==> src/rtl/pe_hl_acc.sv <==
// Hidden-layer neuron accumulator: bias + sum of N_IN products, then ReLU,
// round-half-up, right-shift and saturate to a uint8 activation.
module pe_hl_acc #(
    parameter int N_IN  = 784,
    parameter int SHIFT = 8
) (
    input  logic        clk,
    input  logic        rst_n,
    input  logic        in_valid,
    output logic        in_ready,
    input  logic [31:0] product,
    input  logic [31:0] bias,
    output logic        out_valid,
    input  logic        out_ready,
    output logic [7:0]  out_data,
    output logic [31:0] out_acc
);

    typedef enum logic [1:0] {ACC, FIN, OUT} state_t;

    localparam logic [15:0] LAST = 16'(N_IN - 1);
    // Half an LSB of the shifted result; collapses to 0 when SHIFT == 0.
    localparam logic [32:0] RND  = (33'd1 << SHIFT) >> 1;

    state_t             state_q, state_d;
    logic [15:0]        cnt_q, cnt_d;
    logic signed [31:0] acc_q, acc_d;
    logic [7:0]         out_data_q, out_data_d;
    logic signed [31:0] out_acc_q, out_acc_d;

    function automatic logic [7:0] requant(input logic signed [31:0] a);
        logic [32:0] r;
        if (a < 0) begin
            return 8'd0;
        end
        r = ({1'b0, a} + RND) >> SHIFT;
        return (r > 33'd255) ? 8'd255 : r[7:0];
    endfunction

    always_ff @(posedge clk or negedge rst_n) begin
        if (!rst_n) begin
            state_q    <= ACC;
            cnt_q      <= 16'd0;
            acc_q      <= 32'sd0;
            out_data_q <= 8'd0;
            out_acc_q  <= 32'sd0;
        end else begin
            state_q    <= state_d;
            cnt_q      <= cnt_d;
            acc_q      <= acc_d;
            out_data_q <= out_data_d;
            out_acc_q  <= out_acc_d;
        end
    end

    always_comb begin
        state_d    = state_q;
        cnt_d      = cnt_q;
        acc_d      = acc_q;
        out_data_d = out_data_q;
        out_acc_d  = out_acc_q;
        case (state_q)
            ACC: begin
                if (in_valid) begin
                    // Bias is folded in with the first product of the frame.
                    acc_d = (cnt_q == 16'd0) ? (bias + product) : (acc_q + product);
                    if (cnt_q == LAST) begin
                        cnt_d   = 16'd0;
                        state_d = FIN;
                    end else begin
                        cnt_d = cnt_q + 16'd1;
                    end
                end
            end
            FIN: begin
                out_acc_d  = acc_q;
                out_data_d = requant(acc_q);
                state_d    = OUT;
            end
            OUT: begin
                if (out_ready) begin
                    state_d = ACC;
                end
            end
            default: state_d = ACC;
        endcase
    end

    assign in_ready  = (state_q == ACC);
    assign out_valid = (state_q == OUT);
    assign out_data  = out_data_q;
    assign out_acc   = out_acc_q;

endmodule
==> config.mk <==
export PLATFORM = sky130hd
export DESIGN_NAME = pe_hl_acc
export DESIGN_NICKNAME = d
export VERILOG_FILES = /design/src/rtl/pe_hl_acc.sv
export SDC_FILE = /design/constraint.sdc
export NUM_CORES = 1
export LEC_CHECK = 0
export CORE_UTILIZATION = 45
export DETAILED_ROUTE_END_ITERATION = 8
export MAX_ROUTING_LAYER = met4
export PLACE_DENSITY = 0.66
export SKIP_LAST_GASP = 1
export SYNTH_ARGS = -nofsm -noshare
export SYNTH_HDL_FRONTEND = slang
export SYNTH_SLANG_ARGS = --single-unit
export TNS_END_PERCENT = 30
==> constraint.sdc <==
create_clock -name clk -period 14.14 [get_ports clk]
set_input_delay 2.828 -clock clk [delete_from_list [all_inputs] [get_ports clk]]
set_output_delay 2.828 -clock clk [all_outputs]
set_load 0.05 [all_outputs]
==> metrics.txt, run 1 <==
outcome finished, final reports clean; register area 2250 µm²; Power Dens Cells 166 nW/µm²; Hold Crit Depth 1; CP cell instances clkdlybuf4s50_1 -> mux2_2 -> ha_1 -> inv_1 -> fa_1 -> nor2b_1 -> o31ai_1 -> a211oi_1 -> o41a_1 -> a22o_1 -> or3b_2 -> a21oi_1 -> xor2_1 -> o21ai_0; DRC viols 0; Total Die Area 13,600 µm²; final core occ 0.588; Arr. time, crit path 6240 ps; Root Buffer clkbuf_16; CP Launch Type input pin; vias in the first global route 4,850; total track usage 0.227; fin crit share 0.428; first-pass GRT wire length 23,100 µm; starting density of the core 0.464; max frequency 165 MHz; pre-CTS setup slack 7770 ps; clock buffer depth 2; vias per cell 5.52; postcts setup bufs 0; endpoints failing setup 0; area share of the largest cell type after synthesis 0.381; CTS Hold Bufs 0; Static Leak 0.00335 µW; Final Hold Viols 0; RSZ-0062 raised after global routing false; Peak VDD IR 0.119 mV; clk_lat worst skew 350 ps; Die Span Y 117 µm; Final nets 825; top cells by area, synth dfrtp_1, mux2_2, ha_1; Hold WC Path Type flop to flop; core area 12,700 µm²; CTS resizes 0; Post-Route Skew 6.44 ps; register area share after synthesis 0.381; critical path's slowest cell o41a_1; Detailed Routing Iterations Pass 1 5; Multi-input gate area 3490 µm²; final worst path period need 6050 ps; cell count of the worst reg-to-reg path 17; grt ovf 0; EDFF count, synth 0; clock-pin slew on the worst setup and hold paths 60 ps; Worst-Margin Slew 1160 ps; crit-path max FO 5; Worst path max stage delay 470 ps; Final WS setup 8090 ps; Port-buffer cells 109; Max Cap Viol 0; Post-synth top cells dfrtp_1, nand2_1, mux2_2, a21oi_1, o21ai_0; leading area contributor after synthesis dfrtp_1; antenna-violating nets left 0; total CTS buffers 9; Critical Path End Type flop; Final HPWL DP 10,300 µm; Worst EP required 14,330 ps; top_reg_cell synth dfrtp_1; drt wl/cell 15.7 µm; WS Path Type input pin to flop; antenna violations before repair 0; gpl congestion 0.863; largest net degree at the start of global routing 90; Layout Area Growth over Synthesis 26.6%; ys async rst share 1.00; final WL 14,000 µm; Rows 41; flops & latches, synth 90; Synth warnings 0; fill cell count 1,207; layout cells sized above 1 0.127; Die Wd 117 µm; 1st-iter DRT viols 246; post-synthesis net count 723; Ports 110; Vias 4,944; diode count 0; clock sinks 90; Slew Limit Fails 0; CTS tree done; average size of a mapped cell 9.57 µm²; TNS Setup 0 ps; most frequent cell after synthesis dfrtp_1; H-tree Lvls 3; Syn Inst Count 617; Distinct cells, synth 63; Mapped Area 5910 µm²; relative slew slack 0.226
## layer usage
| metal | track usage | routed length [µm] | vias up |
|---|---|---|---|
| li1 | - | - | 2434 |
| met1 | 0.269 | 6100 | 2379 |
| met2 | 0.378 | 6930 | 110 |
| met4 | 0.0599 | 221 | 0 |
| met3 | 0.0654 | 784 | 21 |
| met5 | - | 0 | - |
## final cells by class
| type | count | share of cell area |
|---|---|---|
| Clock buffer | 12 | 0.0330 |
| Sequential cell | 90 | 0.301 |
| Timing Repair Buffer | 112 | 0.149 |
| Clock inverter | 4 | 0.0132 |
| Inverter | 17 | 0.00854 |
| Multi-Input combinational cell | 489 | 0.467 |
| Tap cell | 172 | 0.0288 |
## sequential cells by signal (all words and copies together), names as in the netlist
signal / flops
state_q: 2
cnt_q: 16
out_data: 8
acc_q: 32
out_acc: 32
## layout by cell type, fill, tap and decap left out, types with 6 or more instances in the layout
cell | Yosys | routed
inv_1 | 17 | 17
a21o_1 | 14 | 14
o21ai_0 | 41 | 41
a21oi_1 | 49 | 49
and3_1 | 7 | 7
nand4_1 | 6 | 6
nor4_1 | 6 | 6
nand3_1 | 15 | 15
xor2_1 | 16 | 16
ha_1 | 37 | 37
dfrtp_1 | 90 | 90
nor3_1 | 9 | 9
mux2_2 | 62 | 62
clkdlybuf4s50_1 | 0 | 108
nand2_1 | 72 | 71
clkbuf_16 | 0 | 9
a31oi_1 | 8 | 8
nor2_1 | 36 | 36
xnor2_1 | 30 | 30
## path summary, 6_finish.rpt
| check | startpoint | to | slack [ps] |
|---|---|---|---|
| setup / recovery | bias[0] | acc_q[24] | 8090 |
| hold / removal | cnt_q[15] | cnt_q[15] | 480 |
| setup reg to reg | cnt_q[12] | acc_q[24] | 8950 |
| hold reg to reg | cnt_q[15] | cnt_q[15] | 480 |
| max in group asynchronous | rst_n | acc_q[1] | 10580 |
| min in group asynchronous | rst_n | out_acc[3] | 2240 |
## kinds of logic (layout without fill, tap and decap cells)
kind of cell               after synthesis  count (layout)  synth area share
buffers and inverters                   38             145            0.0290
DFF                                     90              90             0.381
adders and majority gates               38              38            0.0818
and+or+nand+nor                        188             188             0.159
AOI/OAI and AO/OA                      154             154             0.161
xor gates and xnor gates                46              46            0.0682
muxes                                   63              63             0.120
## stage by stage
step                      instance area, µm²  hold slack, ps  power, µW  instances
after floorplan                         5910             439        822        617
after global placement                  7130             454        947        880
after detailed placement                7130             473        959        880
after CTS                               7480             484       1250        896
after global routing                    7480             494       1340        896
final                                   7480             478       1240        896
## report_power, final
group / leakage [µW] / total [µW] / switching (µW) / internal [µW]
combinational: 0.00200 / 562 / 292 / 270
sequential: 0.00118 / 399 / 86.7 / 313
clock: 0.000167 / 280 / 102 / 178
total: 0.00335 / 1240 / 480 / 761
## critical path, delay by kind of cell
family | cells | cell delay [ps]
AOI/OAI and AO/OA | 6 | 1580
adders and majority gates | 2 | 420
muxes | 1 | 260
and+or+nand+nor | 2 | 530
xor gates and xnor gates | 1 | 150
buffers and inverters | 2 | 460
Power figures use the tool's default switching activity.
==> inputs of run 2 (changes only) <==
==> constraint.sdc (replaced) <==
create_clock -name clk -period 5.9 [get_ports clk]
set_input_delay 1.18 -clock clk [delete_from_list [all_inputs] [get_ports clk]]
set_output_delay 1.18 -clock clk [all_outputs]
set_load 0.05 [all_outputs]
==> run 2 against run 1 <==
Global-route usage is 0.36 points higher. Clock power is 110% higher. Sequential share of layout area is 0.17 points higher. Routed wire length is 1.1% higher. Die area stayed put. Combinational power is 140% higher. Flip-flop and latch count stayed put. Non-clock buffer count is 1 higher. Register-to-register slack worse by 8100 ps. Core utilization is 0.33 points lower. Critical endpoint unchanged. Highest routed layer unchanged.
==> metrics.txt, run 2 (synthesis gave the netlist of run 1 again) <==
outcome finished, final reports clean (unchanged); total CTS buffers 9 (unchanged); relative slew slack 0.311 (was 0.226); Final HPWL DP 10,700 µm (was 10,300 µm); DRC viols 0 (unchanged); WS Path Type flop to flop (was input pin to flop); Worst path max stage delay 520 ps (was 470 ps); clk_lat worst skew 350 ps (about the same); R2R Setup Slk 860 ps (was 8950 ps); Worst-Margin Slew 1030 ps (was 1160 ps); 1st-iter DRT viols 232 (was 246); Root Buffer clkbuf_16 (unchanged); CTS tree done (unchanged); diode count 0 (unchanged); antenna violations before repair 0 (unchanged); CTS resizes 0 (unchanged); clock-pin slew on the worst setup and hold paths 60 ps (about the same); vias per cell 5.47 (was 5.52); starting density of the core 0.464 (unchanged); most frequent cells in the layout clkdlybuf4s50_1, dfrtp_1, nand2_1 (unchanged); FF-to-FF End acc_q[24] (unchanged); Vias 4,904 (was 4,944); total track usage 0.231 (was 0.227); hold_sp cnt_q[15] (unchanged); Worst Hold Path EP cnt_q[15] (unchanged); Slew Limit Fails 0 (unchanged); RSZ-0062 raised after global routing false (unchanged); Max Cap Viol 0 (unchanged); final worst path period need 5040 ps; vias in the first global route 4,924 (was 4,850); max frequency 198 MHz; Die Span Y 117 µm (unchanged); CP Launch Type flop (was input pin); Ports 110 (unchanged); Final Hold Viols 0 (unchanged); final WL 14,200 µm (was 14,000 µm); fill cell count 1,182 (was 1,207); Total Die Area 13,600 µm² (unchanged); core area 12,700 µm² (unchanged); drt wl/cell 15.8 µm (was 15.7 µm); largest net degree at the start of global routing 65 (was 90); Die Wd 117 µm (unchanged); gpl congestion 0.879 (was 0.863); antenna-violating nets left 0 (unchanged); TNS Setup 0 ps (unchanged); Critical Path End Type flop (unchanged); clock sinks 90 (unchanged); fin crit share 0.854; Port-buffer cells 109 (unchanged); Static Leak 0.00334 µW (was 0.00335 µW); Post-Route Skew 6.42 ps (was 6.44 ps); Buf/Inv on CP 2 (unchanged); Final nets 826 (was 825); cell count of the worst reg-to-reg path 17 (unchanged); worst r2r src cnt_q[13] (was cnt_q[12]); clock buffer depth 2 (unchanged); Power Dens Cells 388 nW/µm² (was 166 nW/µm²); first-pass GRT wire length 23,300 µm (was 23,100 µm); Detailed Routing Iterations Pass 1 4 (was 5); commonest non-fill, non-tap cell in the layout clkdlybuf4s50_1 (unchanged); final core occ 0.584 (was 0.588); crit-path max FO 23 (was 5); CTS Hold Bufs 0 (unchanged); H-tree Lvls 3 (unchanged); endpoints failing setup 0 (unchanged); CP delay by family, top simple AND/OR/NAND/NOR gates (was compound AO/OA/AOI/OAI gates); layout cells sized above 1 0.130 (was 0.127); postcts setup bufs 0 (unchanged); Peak VDD IR 0.252 mV (was 0.119 mV); CP cell instances or4_1 -> nor4_1 -> and3_1 -> buf_4 -> mux2_2 -> ha_1 -> inv_1 -> fa_1 -> nor2b_1 -> o31ai_1 -> a211oi_1 -> o41a_1 -> a22o_1 -> or3b_2 -> a21oi_1 -> xor2_1 -> o21ai_0 (was clkdlybuf4s50_1 -> mux2_2 -> ha_1 -> inv_1 -> fa_1 -> nor2b_1 -> o31ai_1 -> a211oi_1 -> o41a_1 -> a22o_1 -> or3b_2 -> a21oi_1 -> xor2_1 -> o21ai_0); Arr. time, crit path 5210 ps (was 6240 ps); Hold WC Path Type flop to flop (unchanged); Rows 41 (unchanged); Layout Area Growth over Synthesis 25.8% (was 26.6%); grt ovf 0 (unchanged); Worst EP required 6070 ps (was 14,330 ps); critical path's slowest cell or4_1 (was o41a_1); Hold Crit Depth 1 (unchanged)
==> run 2: cell types whose count changed in the layout (fill, tap and decap cells not counted), sizes merged <==
cell and change:
bufinv -2, clkbuf -2, buf +1, clkinv +3, inv +1
==> run 2: area by class of cell <==
| class | count | area, µm² | area share |
|---|---|---|---|
| flip-flops and latches | 90 | 2250 | 0.303 |
| well taps | 172 | 215 | 0.0290 |
| multi-input cells | 489 | 3490 | 0.469 |
| clock inverters | 6 | 66.3 | 0.00892 |
| clock buffers | 10 | 229 | 0.0308 |
| inverters | 17 | 63.8 | 0.00858 |
| repair buffers | 113 | 1120 | 0.150 |
==> run 2: worst max-delay path by stage <==
stage | from | to | slack (ps) | cells after the start
6_report | cnt_q[13] | acc_q[24] | 860 | 17
3_3_place_gp | cnt_q[12] | acc_q[24] | 1020 | 17
3_5_place_dp | cnt_q[13] | acc_q[24] | 880 | 17
4_1_cts | cnt_q[13] | acc_q[24] | 820 | 17
5_1_grt | cnt_q[13] | acc_q[24] | 500 | 17
2_1_floorplan | cnt_q[13] | acc_q[24] | 1090 | 18
==> run 2: report_power, final <==
| part | internal [µW] | switching, µW |
|---|---|---|
| registers | 749 | 211 |
| clock network | 330 | 247 |
| logic | 647 | 703 |
==> run 2: stage by stage <==
stage | setup WS, ps | cell area [µm²] | cells | total power, µW | hold WS (ps)
detailed placement | 876 | 7140 | 881 | 2310 | 465
global route | 500 | 7430 | 897 | 3120 | 502
finish | 861 | 7430 | 897 | 2890 | 471
CTS | 817 | 7430 | 897 | 2900 | 479
floorplan | 1090 | 5910 | 617 | 1970 | 439
global placement | 1020 | 7140 | 881 | 2270 | 456
==> run 2: metal layers <==
layer  wire length (µm)  global-route usage  vias to the layer above
li1                   -                   -                     2438
met1               6300               0.277                     2340
met2               6970               0.374                       97
met3                562              0.0488                       29
met4                359               0.101                        0
met5                  0                   -                        -
==> inputs of run 3 (changes only) <==
--- a/config.mk
+++ b/config.mk
@@ -5,8 +5,10 @@
 export SDC_FILE = /design/constraint.sdc
 export NUM_CORES = 1
 export LEC_CHECK = 0
+export CAP_MARGIN = 10
 export CORE_UTILIZATION = 45
 export DETAILED_ROUTE_END_ITERATION = 8
+export HOLD_SLACK_MARGIN = 0.1
 export MAX_ROUTING_LAYER = met4
 export PLACE_DENSITY = 0.66
 export SKIP_LAST_GASP = 1
==> results of run 3 <==
Same layout as run 2: the final DEF is identical, and so are final timing and power.
